### config.mk
export PLATFORM = sky130hd
export DESIGN_NAME = guess_entry_display_flat
export DESIGN_NICKNAME = d
export VERILOG_FILES = /design/src/rtl/guess_entry_display_if.sv /design/src/rtl/guess_entry_display.sv /design/src/flat_wrapper.sv
export SDC_FILE = /design/constraint.sdc
export NUM_CORES = 1
export LEC_CHECK = 0
export ABC_CLOCK_PERIOD_IN_PS = 3700
export CORE_ASPECT_RATIO = 0.7
export CORE_MARGIN = 2
export CORE_UTILIZATION = 60
export CTS_CLUSTER_SIZE = 12
export DETAILED_ROUTE_END_ITERATION = 10
export DONT_BUFFER_PORTS = 1
export PLACE_DENSITY = 0.78
export RECOVER_POWER = 50
export SLEW_MARGIN = 20
export SYNTH_ARGS = -nofsm -noshare
export SYNTH_HDL_FRONTEND = slang
export SYNTH_SLANG_ARGS = --single-unit
### constraint.sdc
create_clock -name clock -period 3.7 [get_ports clock]
set_input_delay 0.555 -clock clock [delete_from_list [all_inputs] [get_ports clock]]
set_output_delay 0.555 -clock clock [all_outputs]
set_load 0.1 [all_outputs]
### src/rtl/guess_entry_display_if.sv
// Keypad/button inputs and multiplexed display/guess outputs of the guess entry block.
// The master side drives the keypad and buttons; the slave side is the entry logic.
`timescale 1ns/1ps

interface guess_entry_display_if #(
   parameter int NUM_DIGITS = 4
);
   localparam int CW = $clog2(NUM_DIGITS + 1);

   logic [3:0]              key_val;
   logic                    btn_del;
   logic                    btn_enter;
   logic [NUM_DIGITS-1:0]   anode;
   logic [3:0]              hex_out;
   logic [4*NUM_DIGITS-1:0] guess;
   logic                    guess_valid;
   logic [CW-1:0]           cursor;

   modport master (
      output key_val, btn_del, btn_enter,
      input  anode, hex_out, guess, guess_valid, cursor
   );

   modport slave (
      input  key_val, btn_del, btn_enter,
      output anode, hex_out, guess, guess_valid, cursor
   );
endinterface

### src/rtl/guess_entry_display.sv
// Guess entry: keypad digits into slots, delete/enter buttons, locked submit, multiplexed display scan.
// Latency: key 1 cycle, buttons act on 3rd edge after raw rise, display 1 cycle; no backpressure, inapplicable events dropped.
`timescale 1ns/1ps

module guess_entry_display #(
   parameter int NUM_DIGITS  = 4,
   parameter int REFRESH_DIV = 100000
) (
   input  logic                 clock,
   input  logic                 reset_n,
   guess_entry_display_if.slave bus
);
   localparam int CW = $clog2(NUM_DIGITS + 1);
   localparam int SW = $clog2(NUM_DIGITS);
   localparam int RW = $clog2(REFRESH_DIV);
   localparam logic [CW-1:0] FULL  = CW'(NUM_DIGITS);
   localparam logic [3:0]    BLANK = 4'hF;

   typedef enum logic {ENTRY = 1'b0, LOCKED = 1'b1} state_t;

   state_t                      state, state_nxt;
   logic [NUM_DIGITS-1:0][3:0]  slots, slots_nxt;
   logic [CW-1:0]               cursor, cursor_nxt;
   logic                        guess_valid_r, valid_nxt;

   logic del_s1, del_s2, del_prev;
   logic ent_s1, ent_s2, ent_prev;
   logic [1:0] settle;
   logic btns_live;
   logic del_evt, ent_evt, key_evt;
   logic [3:0] key_prev;

   logic [RW-1:0]         refresh_cnt;
   logic [SW-1:0]         scan_idx;
   logic [3:0]            lit_code, hex_nxt, hex_r;
   logic [NUM_DIGITS-1:0] anode_nxt, anode_r;

   // Edges are masked until the synchronisers have flushed after reset, so a
   // button already held at reset release needs a fresh press.
   always_ff @(posedge clock or negedge reset_n) begin
      if (!reset_n) begin
         del_s1   <= 1'b0;
         del_s2   <= 1'b0;
         del_prev <= 1'b0;
         ent_s1   <= 1'b0;
         ent_s2   <= 1'b0;
         ent_prev <= 1'b0;
         settle   <= 2'd0;
      end else begin
         del_s1   <= bus.btn_del;
         del_s2   <= del_s1;
         del_prev <= del_s2;
         ent_s1   <= bus.btn_enter;
         ent_s2   <= ent_s1;
         ent_prev <= ent_s2;
         if (settle != 2'd3) settle <= settle + 2'd1;
      end
   end

   assign btns_live = (settle == 2'd3);
   assign del_evt   = del_s2 & ~del_prev & btns_live;
   assign ent_evt   = ent_s2 & ~ent_prev & btns_live;

   // Codes A-E leave the history untouched so they never read as a release.
   always_ff @(posedge clock or negedge reset_n) begin
      if (!reset_n)
         key_prev <= BLANK;
      else if (bus.key_val <= 4'd9 || bus.key_val == BLANK)
         key_prev <= bus.key_val;
   end

   assign key_evt = (bus.key_val <= 4'd9) && (key_prev == BLANK);

   always_ff @(posedge clock or negedge reset_n) begin
      if (!reset_n) state <= ENTRY;
      else          state <= state_nxt;
   end

   always_comb begin
      state_nxt = state;
      case (state)
         ENTRY:   if (!del_evt && ent_evt && cursor == FULL) state_nxt = LOCKED;
         LOCKED:  if (del_evt) state_nxt = ENTRY;
         default: state_nxt = ENTRY;
      endcase
   end

   always_comb begin
      slots_nxt  = slots;
      cursor_nxt = cursor;
      valid_nxt  = 1'b0;
      case (state)
         ENTRY: begin
            if (del_evt) begin
               if (cursor != '0) begin
                  for (int i = 0; i < NUM_DIGITS; i++)
                     if (CW'(i) == cursor - 1'b1) slots_nxt[i] = BLANK;
                  cursor_nxt = cursor - 1'b1;
               end
            end else if (ent_evt) begin
               if (cursor == FULL) valid_nxt = 1'b1;
            end else if (key_evt && cursor != FULL) begin
               for (int i = 0; i < NUM_DIGITS; i++)
                  if (CW'(i) == cursor) slots_nxt[i] = bus.key_val;
               cursor_nxt = cursor + 1'b1;
            end
         end
         LOCKED: begin
            if (del_evt) begin
               slots_nxt  = '1;
               cursor_nxt = '0;
            end
         end
         default: ;
      endcase
   end

   always_ff @(posedge clock or negedge reset_n) begin
      if (!reset_n) begin
         slots         <= '1;
         cursor        <= '0;
         guess_valid_r <= 1'b0;
      end else begin
         slots         <= slots_nxt;
         cursor        <= cursor_nxt;
         guess_valid_r <= valid_nxt;
      end
   end

   always_ff @(posedge clock or negedge reset_n) begin
      if (!reset_n) begin
         refresh_cnt <= '0;
         scan_idx    <= '0;
      end else if (refresh_cnt == RW'(REFRESH_DIV - 1)) begin
         refresh_cnt <= '0;
         scan_idx    <= (scan_idx == SW'(NUM_DIGITS - 1)) ? '0 : scan_idx + 1'b1;
      end else begin
         refresh_cnt <= refresh_cnt + 1'b1;
      end
   end

   // Slot 0 drives the leftmost (MSB) anode; blank slots keep every anode off.
   always_comb begin
      lit_code  = slots[scan_idx];
      hex_nxt   = lit_code;
      anode_nxt = '1;
      for (int i = 0; i < NUM_DIGITS; i++)
         if (lit_code != BLANK && scan_idx == SW'(i)) anode_nxt[NUM_DIGITS-1-i] = 1'b0;
   end

   always_ff @(posedge clock or negedge reset_n) begin
      if (!reset_n) begin
         anode_r <= '1;
         hex_r   <= BLANK;
      end else begin
         anode_r <= anode_nxt;
         hex_r   <= hex_nxt;
      end
   end

   assign bus.anode       = anode_r;
   assign bus.hex_out     = hex_r;
   assign bus.guess       = slots;
   assign bus.guess_valid = guess_valid_r;
   assign bus.cursor      = cursor;
endmodule

### src/flat_wrapper.sv
// flat-port wrapper written by rule: the top's interface ports become plain ports
module guess_entry_display_flat 
#(
   parameter int NUM_DIGITS  = 4,
   parameter int REFRESH_DIV = 100000
)
  (clock, reset_n, bus_key_val, bus_btn_del, bus_btn_enter, bus_anode, bus_hex_out, bus_guess, bus_guess_valid, bus_cursor);
  guess_entry_display_if #(.NUM_DIGITS(NUM_DIGITS)) bus_i ();
  input  logic clock;
  input  logic reset_n;
  input wire logic [$bits(bus_i.key_val)-1:0] bus_key_val;
  input wire logic [$bits(bus_i.btn_del)-1:0] bus_btn_del;
  input wire logic [$bits(bus_i.btn_enter)-1:0] bus_btn_enter;
  output wire logic [$bits(bus_i.anode)-1:0] bus_anode;
  output wire logic [$bits(bus_i.hex_out)-1:0] bus_hex_out;
  output wire logic [$bits(bus_i.guess)-1:0] bus_guess;
  output wire logic [$bits(bus_i.guess_valid)-1:0] bus_guess_valid;
  output wire logic [$bits(bus_i.cursor)-1:0] bus_cursor;
  assign bus_i.key_val = bus_key_val;
  assign bus_i.btn_del = bus_btn_del;
  assign bus_i.btn_enter = bus_btn_enter;
  assign bus_anode = bus_i.anode;
  assign bus_hex_out = bus_i.hex_out;
  assign bus_guess = bus_i.guess;
  assign bus_guess_valid = bus_i.guess_valid;
  assign bus_cursor = bus_i.cursor;
  guess_entry_display #(.NUM_DIGITS(NUM_DIGITS), .REFRESH_DIV(REFRESH_DIV)) u_core (.clock(clock), .reset_n(reset_n), .bus(bus_i));
endmodule
---- Yosys cells after proc, flatten, opt, wreduce, memory -nomap -nowiden ----
Cells that the tools add are included.
word-level totals
  bits in registers ....................... 60
  input bits .............................. 8
  output and inout port bits .............. 28
  word-level logic and storage cells ...... 116
cells by class
  $add $sub $neg .......................... 5
  $lt $le $gt $ge ......................... 2
  equality and inequality tests ........... 29
  mux-type cells .......................... 35
  bitwise logic cells ..................... 7
  reductions and logical operators ........ 19
operator list
  cell                                                 count
  two-way mux 16 bit                                   5
  two-way mux 4 bit                                    9
  case mux 16 bit (2 select lines)                     1
  AND reduction 6 bit                                  4
  != test 3 bit (second input constant)                6
  adder 17 x 1 -> 17 bit (second input constant)       1
  equality test 17 bit (second input constant)         1
  two-way mux 17 bit                                   1
  two-way mux 3 bit                                    5
  != test 3 x 1 -> 1 bit (second input constant)       5
  equality test 2 x 3 -> 1 bit (first input constant)  4
  two-way mux 1 bit                                    10
  binary-select mux 4 bit (select 2 bit)               1
  equality test 4 bit (second input constant)          2
  logical AND 1 bit                                    8
  equality test 1 x 3 -> 1 bit (first input constant)  2
  equality test 2 bit (second input constant)          3
  logical NOT 3 bit                                    2
  case mux 3 bit (2 select lines)                      1
  adder 2 x 1 -> 2 bit (second input constant)         2
  AND 1 bit                                            4
  <= comparator 4 bit (second input constant)          1
  != test 2 bit (second input constant)                2
  != test 4 bit (second input constant)                1
  14 further kinds                                     16

---- Longest topological paths before layout ----
Gate-level depths: netlist of the first run.
  depth after elaboration ................. 8
  depth in mapped cells ................... 8
  mapped depth without buffers ............ 7

---- Worst setup path before layout of the first run ----
No wires, ideal clock.
  path type ............................... reg-to-reg
  start ................................... reg u_core.cursor[0] (netlist: u_core.bus.cursor[0])
  end ..................................... reg u_core.slots (netlist bit u_core.bus.guess[12])
  library setup time ...................... 0.082 ns
  arrival time ............................ 2.523 ns
  data required time ...................... 3.618 ns
  slack ................................... 1.095 ns
  stages on the path, launching flop included .. 8
  path buffers ............................ 0
  period minus slack after synthesis ...... 2.605 ns
  path through ............................ dfrtp_1 inv_1 ha_1 or3b_4 nand2_2 a21o_4 a21oi_4 mux2_4
on the way
  cells in the longest elaborated chain, start to end .. 4
  elaborated cells between the ends (all ways) .. 11
  classes of those cells .................. add/sub: 1; eq/ne: 7; reduce/logical: 3
ends and longest elaborated chain
  what                                                               RTL line                                               text
  from (decl)                                                        guess_entry_display.sv:23                              logic [CW-1:0] cursor, cursor_nxt;
  from (signal assigned)                                             guess_entry_display.sv:125                             cursor <= cursor_nxt;
  subtractor 3 x 1 -> 3 bit or != test 3 bit (tied branches)         guess_entry_display.sv:97, guess_entry_display.sv:102
  equality test 2 x 3 -> 1 bit or logical AND 1 bit (tied branches)  guess_entry_display.sv:97, guess_entry_display.sv:102
  != test 3 bit (no line) or != test 3 x 1 -> 1 bit (tied branches)  n/a
  AND reduction 6 bit (no line) (*)                                  n/a
  to (signal assigned)                                               guess_entry_display.sv:124                             slots <= slots_nxt;
  to (decl)                                                          guess_entry_display.sv:22                              logic [NUM_DIGITS-1:0][3:0] slots, slots_nxt;
Every way passes the cells marked *; elsewhere a longest branch is shown, timed or not.
A chain may end at the register's enable or synchronous reset.

---- Worst setup path in the final report of the first run ----
  start ................................... reg u_core.cursor[0] (netlist: u_core.bus.cursor[0])
  end ..................................... reg u_core.slots (netlist bit u_core.bus.guess[14])
The elaborated chain is that of the path after synthesis.

==> results of run 1 <==
[registers in the layout, summed over array words and instances (netlist names)]
name                    flops
u_core.del_s1               1
u_core.bus.anode            4
u_core.bus.guess_valid      1
u_core.del_prev             1
u_core.bus.hex_out          4
u_core.bus.cursor           3
u_core.refresh_cnt         17
u_core.settle               2
u_core.ent_s1               1
u_core.del_s2               1
u_core.key_prev             4
u_core.bus.guess           16
u_core.ent_s2               1
u_core.state                1
u_core.ent_prev             1
u_core.scan_idx             2
[cell usage after synthesis, types with 2 or more instances]
| cell type | count | area [um^2] |
|---|---|---|
| dfrtp_1 | 32 | 801 |
| dfstp_2 | 28 | 736 |
| nand2_1 | 21 | 78.8 |
| nor2_1 | 18 | 67.6 |
| ha_1 | 12 | 150 |
| xnor2_1 | 12 | 105 |
| nor3_1 | 9 | 45.0 |
| mux2_4 | 8 | 120 |
| nand3_1 | 7 | 35.0 |
| a21oi_1 | 6 | 30.0 |
| buf_2 | 6 | 30.0 |
| inv_1 | 6 | 22.5 |
| nand4_1 | 6 | 37.5 |
| or3_1 | 6 | 37.5 |
| xor2_1 | 6 | 52.6 |
| a22o_1 | 5 | 43.8 |
| a2bb2oi_1 | 4 | 35.0 |
| and3_1 | 4 | 25.0 |
| mux4_2 | 4 | 90.1 |
| o21ai_0 | 4 | 20.0 |
| o21ai_1 | 4 | 20.0 |
| and4_1 | 3 | 26.3 |
| nand2b_1 | 3 | 18.8 |
| nor2b_1 | 3 | 18.8 |
| a211oi_1 | 2 | 15.0 |
| clkbuf_1 | 2 | 7.51 |
[path summary, 6_finish.rpt]
path | from | end | slack (ns) | cells after the start
setup / recovery | u_core.bus.cursor[0]$_DFFE_PN0P_ | u_core.bus.guess[14]$_DFFE_PN1P_ | 1.32 | 8
hold / removal | reset_n | u_core.key_prev[2]$_DFFE_PN1P_ | 0.05 | 0
setup reg to reg | u_core.bus.cursor[0]$_DFFE_PN0P_ | u_core.bus.guess[14]$_DFFE_PN1P_ | 1.32 | 8
hold reg to reg | u_core.ent_s1$_DFF_PN0_ | u_core.ent_s2$_DFF_PN0_ | 0.35 | 0
max in group asynchronous | reset_n | u_core.refresh_cnt[15]$_DFF_PN0_ | 2.04 | 1
min in group clock | bus_btn_enter | u_core.ent_s1$_DFF_PN0_ | 0.24 | 0
[through the flow]
step | hold WS (ns) | total power, uW | cells | setup WS (ns)
2_1_floorplan | 0.259 | 2050 | 247 | 1.09
3_5_place_dp | 0.261 | 2140 | 308 | 1.36
5_1_grt | 0.0301 | 2850 | 325 | 1.20
4_1_cts | 0.0330 | 2740 | 325 | 1.34
3_3_place_gp | 0.260 | 2140 | 308 | 1.40
6_report | 0.0523 | 2730 | 325 | 1.32
[report_power, final]
group	switching, uW	internal (uW)	total (uW)
Clock	271	314	584
Combinational	305	237	542
Sequential	757	843	1600
[layout make-up]
| class | count | area, um^2 | area share |
|---|---|---|---|
| sequential | 60 | 1540 | 0.483 |
| clock buffer | 9 | 124 | 0.0389 |
| inverter | 7 | 26.3 | 0.00825 |
| clock inverter | 7 | 75.1 | 0.0236 |
| timing repair buffer | 3 | 18.8 | 0.00589 |
| multi-input combinational | 170 | 1320 | 0.414 |
| tap | 69 | 86.3 | 0.0271 |
[kinds of logic after synthesis]
family | Yosys count
xor+xnor | 18
buf+inv | 17
simple gates | 90
fa+ha+maj | 12
mux | 14
flops | 60
compound gates | 36
[worst max-delay path, cell delays in order, from the launching register on]
cell and delay [ns]:
dfrtp_1 0.32, buf_4 0.31, inv_1 0.14, ha_1 0.29
a21oi_1 0.21, nand4_1 0.20, a21o_4 0.28, a21oi_4 0.22
mux2_4 0.32
[layer usage]
metal,global-route usage,routed length (um),vias to the layer above
met2,0.322,2180,56
li1,-,-,889
met3,0.0951,389,8
met5,0,0,-
met4,0.0577,57,0
met1,0.303,2560,905
[timing repair]
action,CTS,global route
gates resized for setup,0,0
endpoints found under the hold margin,32,0
hold buffers,1,0
==> impl_summary.log, run 1 <==
[metrics] DRC violation total after the first TritonRoute iteration: 107
[metrics] Synth Area in Compound Gates: 0.100
[metrics] combinational family with the most area after synthesis: simple AND/OR/NAND/NOR gates
[metrics] global routing usage summed across all routing layers: 0.221
[metrics] xor and xnor area share after synthesis: 0.0537
[metrics] wire length of the first global-routing pass: 9270 um
[metrics] post-synthesis sequential element count: 60
[metrics] Critical Path Start Type: flop
[metrics] Clock transition at path regs: 0.07 ns
[metrics] Layout Area Growth over Synthesis: 8.44%
[metrics] number of nets in the layout: 271
[metrics] max-slew headroom at the worst pin: -0.148
[metrics] Die Y: 62.5 um
[metrics] number of global-route vias before repair: 1888
[metrics] final non-filler cell area: about 3200 um^2
[metrics] most common cell after layout, fill and taps aside: dfrtp_1
[metrics] Post-Syn Area per Cell: between 10 and 15 um^2
[metrics] setup total negative slack: 0 ns
[metrics] area of the mapped netlist: 2940 um^2
[metrics] maximum fanout along the worst path: 6
[metrics] die footprint: 5480 um^2
[metrics] average wire length per cell after detail routing: 15.9 um
[metrics] kind of end point of the critical path: flop
[metrics] cell area power density: about 860 nW/um^2
[metrics] actual transition at the worst max-transition pin: 1.72 ns
[metrics] number of flops mapped to enable cells by yosys: 0
[metrics] routed vias/inst: roughly 5.7
[metrics] total grt overflow: 0
[metrics] result of the run: finished, violations left
[metrics] number of fill cells in the layout: between 300 and 400
[metrics] routed wire length: 5180 um
[metrics] TritonCTS buffer count: 9
[metrics] worst supply voltage drop on vdd: 462 uV
[metrics] std cell rows: 21
[metrics] class of the tightest hold or removal check: in -> async
[metrics] final critical-path required period: 2.38 ns
[metrics] Clock Sinks: 60
[metrics] DR vias: 1858
[metrics] Post-Syn Instances: 247
[metrics] data arrival at the endpoint of the critical path: 2.64 ns
[metrics] instance area after placement: around 3000 um^2
[metrics] endpoint required time on the critical path: between 3 and 4 ns
[metrics] diode insertion count for antenna repair: 0
[metrics] fraction of final layout cells with drive strength greater than 1: 0.258
[metrics] area of the core: 4760 um^2
[metrics] post-CTS setup-driven buffer insertion count: 0
[metrics] Setup Skew: 0.00756 ns
[metrics] P_leak: 0.00133 uW
[metrics] Routability Congestion: 0.909
[metrics] Antenna Violating Nets Remaining: 0
[metrics] violated checks: max-capacitance violations, max-slew violations
[metrics] maximum buffer depth of the clock tree: 2
[metrics] count of maximum capacitance violations: 1
[metrics] maximum number of pins on one net before global-route repair: 33
[metrics] TritonCTS clock tree: built
[metrics] Net Count, Synth: 267
[metrics] I/O pin count: 36
[metrics] post-DP HPWL: 3670 um
[metrics] post-synthesis share of cell area spent on full adders, half adders and majority gates: 0.0511
[metrics] antenna violations before repair: 0
[metrics] kind of critical path: reg -> reg
[metrics] yosys warns: 0
[metrics] fin util: 0.670
[metrics] flip-flop cell with the highest count after synthesis: dfrtp_1
[metrics] insertion delay to the later sink of the worst-skew pair: 0.34 ns
[metrics] Horiz. Die Dim: 87.6 um
[metrics] highest attainable clock frequency: 421 MHz
[metrics] number of detailed-routing iterations run before antenna repair: 4
[metrics] buffer type at the clock tree root: clkbuf_8
[metrics] count of different cell masters after synthesis: 52
[metrics] most frequent cells in the layout: 32 x dfrtp_1, 24 x dfstp_2, 21 x nand2_1
[metrics] sequential area share after synthesis: 0.523
[metrics] total count of max-transition violations in the final report: 33
[metrics] async set-or-reset flop fraction in the synthesized netlist: 1.00
[metrics] fraction of the cycle the final worst path needs: 0.642
[metrics] initial core utilization: 0.617
[metrics] count of input and output buffers: 0
[metrics] Max H-tree Level: 3
[metrics] number of setup violations in the final report: 0
[metrics] RSZ-0062 raised after global routing: no
[metrics] fraction of synthesized area in multiplexers: 0.0788
[metrics] synthesized-area fraction occupied by and/or/nand/nor cells: 0.165
[metrics] number of hold violations in the final report: 0
[metrics] number of remaining DRC errors: 0
Note: power is estimated with default switching activity, not from simulation.
==> run 2, diff against run 1 <==
--- a/config.mk
+++ b/config.mk
@@ -5,7 +5,7 @@
 export SDC_FILE = /design/constraint.sdc
 export NUM_CORES = 1
 export LEC_CHECK = 0
-export ABC_CLOCK_PERIOD_IN_PS = 3700
+export ABC_CLOCK_PERIOD_IN_PS = 2220
 export CORE_ASPECT_RATIO = 0.7
 export CORE_MARGIN = 2
 export CORE_UTILIZATION = 60
==> constraint.sdc (replaced) <==
create_clock -name clock -period 2.22 [get_ports clock]
set_input_delay 0.333 -clock clock [delete_from_list [all_inputs] [get_ports clock]]
set_output_delay 0.333 -clock clock [all_outputs]
set_load 0.1 [all_outputs]
==> impl_summary.log, run 2 (synthesized netlist as in run 1, its figures left out) <==
[metrics] Clock transition at path regs: 0.07 ns (about the same)
[metrics] post-CTS setup-driven buffer insertion count: 0 (unchanged)
[metrics] std cell rows: 21 (unchanged)
[metrics] Internal: 2620 uW (+88%)
[metrics] kind of critical path: reg -> reg
[metrics] Routability Congestion: 1.02 (+12%)
[metrics] max-slew headroom at the worst pin: 0.675 (+0.822)
[metrics] class of the tightest hold or removal check: in -> reg
[metrics] Layout Area Growth over Synthesis: 17.3%
[metrics] switching fraction of total power: 0.467 (-0.0215)
[metrics] Clock Sinks: 60 (unchanged)
[metrics] number of remaining DRC errors: 0 (unchanged)
[metrics] number of flip-flops under the largest register name: 17 (unchanged)
[metrics] sum of buffers and inverters on the critical path: 1 (-1)
[metrics] data arrival at the endpoint of the critical path: 2.33 ns (-0.31 ns)
[metrics] maximum buffer depth of the clock tree: 2 (unchanged)
[metrics] Die Y: 62.5 um (unchanged)
[metrics] number of hold violations in the final report: 0 (unchanged)
[metrics] TritonCTS clock tree: built
[metrics] result of the run: finished clean
[metrics] share of total power in sequential cells: 0.380 (-0.207)
[metrics] RSZ-0062 raised after global routing: no
[metrics] worst supply voltage drop on vdd: 571 uV (+24%)
[metrics] worst setup slack after placement: 0.192 ns (-1.16 ns)
[metrics] cell area power density: 1430 nW/um^2 (+67%)
[metrics] Critical Path Start Type: flop
[metrics] slowest stage cell, crit path: dfrtp_4
[metrics] area of the core: 4760 um^2 (unchanged)
[metrics] proportion of power drawn by the clock network: 0.228 (+0.014)
[metrics] maximum fanout along the worst path: 6 (unchanged)
[metrics] fraction of final layout cells with drive strength greater than 1: 0.331 (+0.0731)
[metrics] kind of end point of the critical path: flop
[metrics] fraction of the cycle the final worst path needs: 0.931 (+0.289)
[metrics] actual transition at the worst max-transition pin: 0.489 ns (-1.23 ns)
[metrics] final critical-path required period: 2.07 ns (-0.309 ns)
[metrics] instance area after placement: 3160 um^2 (+5.8%)
[metrics] DRC violation total after the first TritonRoute iteration: 164 (+53%)
[metrics] wire length of the first global-routing pass: 9890 um (+6.6%)
[metrics] setup total negative slack: 0 ns (unchanged)
[metrics] first element of the critical path: u_core.bus.cursor[1]$_DFFE_PN0P_
[metrics] die footprint: 5480 um^2 (unchanged)
[metrics] count of cells resized by post-cts repair: 0 (unchanged)
[metrics] routed wire length: 5820 um (+12%)
[metrics] fin util: 0.725 (+0.0550)
[metrics] highest attainable clock frequency: 484 MHz (+15%)
[metrics] Setup Skew: 0.0111 ns (+0.00352 ns)
[metrics] critical path's largest stage delay: 0.47 ns (+0.15 ns)
[metrics] total grt overflow: 0 (unchanged)
[metrics] Final WS setup: 0.153 ns (-1.17 ns)
[metrics] relative contribution of combinational cells to total power: 0.392 (+0.193)
[metrics] number of nets in the layout: 296 (+9.2%)
[metrics] Max H-tree Level: 3 (unchanged)
[metrics] most frequent cells in the layout: 29 x dfrtp_1, 25 x dfstp_2, 24 x buf_4
[metrics] number of detailed-routing iterations run before antenna repair: 4 (unchanged)
[metrics] Antenna Violating Nets Remaining: 0 (unchanged)
[metrics] register with the highest flop count: u_core.refresh_cnt
[metrics] antenna violations before repair: 0 (unchanged)
[metrics] I/O pin count: 36 (unchanged)
[metrics] maximum number of pins on one net before global-route repair: 61 (+85%)
[metrics] total count of max-transition violations in the final report: 0 (-100%)
[metrics] DR vias: 1971 (+6.1%)
[metrics] TritonCTS buffer count: 9 (unchanged)
[metrics] post-DP HPWL: 4000 um (+9.0%)
[metrics] global routing usage summed across all routing layers: 0.240 (+0.0191)
[metrics] switching power of the nets: 2300 uW (+72%)
[metrics] count of input and output buffers: 0 (unchanged)
[metrics] average wire length per cell after detail routing: 16.6 um (+4.3%)
[metrics] P_leak: 0.00146 uW (+10%)
[metrics] Horiz. Die Dim: 87.6 um (unchanged)
[metrics] number of setup violations in the final report: 0 (unchanged)
[metrics] routed vias/inst: 5.63 (-1.5%)
[metrics] final non-filler cell area: 3450 um^2 (+8.2%)
[metrics] hold_sp: bus_key_val[3]
[metrics] CP delay by family, top: simple AND/OR/NAND/NOR gates
[metrics] most common cell after layout, fill and taps aside: dfrtp_1
[metrics] diode insertion count for antenna repair: 0 (unchanged)
[metrics] number of global-route vias before repair: 1964 (+4.0%)
[metrics] reg2reg setup slack: 0.15 ns (-1.17 ns)
[metrics] buffer type at the clock tree root: clkbuf_8
[metrics] endpoint required time on the critical path: 2.49 ns (-1.48 ns)
[metrics] insertion delay to the later sink of the worst-skew pair: 0.34 ns (about the same)
[metrics] cell breakdown of the critical path: inv_1, ha_1, or3b_4, o32ai_4, nand2b_4, mux2_4
[metrics] count of maximum capacitance violations: 0 (-1)
[metrics] Reg2Reg Launch Point: u_core.bus.cursor[1]$_DFFE_PN0P_
[metrics] initial core utilization: 0.617 (unchanged)
-- run 2: changes by cell type in the layout (fill, tap and decap cells not counted), sizes merged --
cell / delta
dlygate4sd3: +3
buf: +23
clkinv: -3
bufinv: +1
inv: +1
-- run 2: final timing paths --
check | end | cells past startpoint
setup / recovery | u_core.bus.guess[3]$_DFFE_PN1P_ | 6
hold / removal | u_core.key_prev[3]$_DFFE_PN1P_ | 1
setup reg to reg | u_core.bus.guess[3]$_DFFE_PN1P_ | 6
hold reg to reg | u_core.ent_s2$_DFF_PN0_ | 0
max in group asynchronous | u_core.bus.guess[9]$_DFFE_PN1P_ | 2
min in group asynchronous | u_core.bus.cursor[1]$_DFFE_PN0P_ | 2
-- run 2: metal layers --
layer | share of wire | global-route usage
met5 | 0 | 0
met2 | 0.43 | 0.334
met4 | 0.015 | 0.0712
met3 | 0.076 | 0.0911
met1 | 0.48 | 0.348
-- run 2: worst register-to-register path, delay by kind of cell, from the launching register on --
| family | cells | cell delay [ns] |
|---|---|---|
| simple gates | 2 | 0.56 |
| flops | 1 | 0.47 |
| buf+inv | 1 | 0.12 |
| fa+ha+maj | 1 | 0.27 |
| compound gates | 1 | 0.26 |
| mux | 1 | 0.32 |
-- run 2: power groups by stage --
stage | clock (uW) | combinational [uW] | sequential (uW)
floorplan | 0 | 671 | 2760
global placement | 0 | 1860 | 1880
detailed placement | 0 | 1870 | 1880
CTS | 1140 | 1920 | 1870
global route | 1200 | 2010 | 1890
finish | 1120 | 1930 | 1870
-- run 2: what timing repair did --
item                       CTS  global route
hold endpoints to repair    60             2
hold buffers                 2             2
setup endpoints to repair    0             0
-- run 2: layout make-up --
cell class | count | area, um^2
tap | 69 | 86.3
clock inverter | 6 | 95.1
timing repair buffer | 28 | 238
inverter | 7 | 26.3
clock buffer | 10 | 138
fill | 310 | 1310
sequential | 60 | 1550
multi-input combinational | 170 | 1320
-- run 2: per-stage QoR --
step | std cells | total power (uW) | hold WS, ns
after floorplan | 247 | 3430 | 0.0374
after global placement | 330 | 3740 | 0.0390
after detailed placement | 330 | 3760 | 0.0393
after CTS | 348 | 4930 | 0.00564
after global routing | 350 | 5110 | 0.0524
final | 350 | 4910 | 0.0807
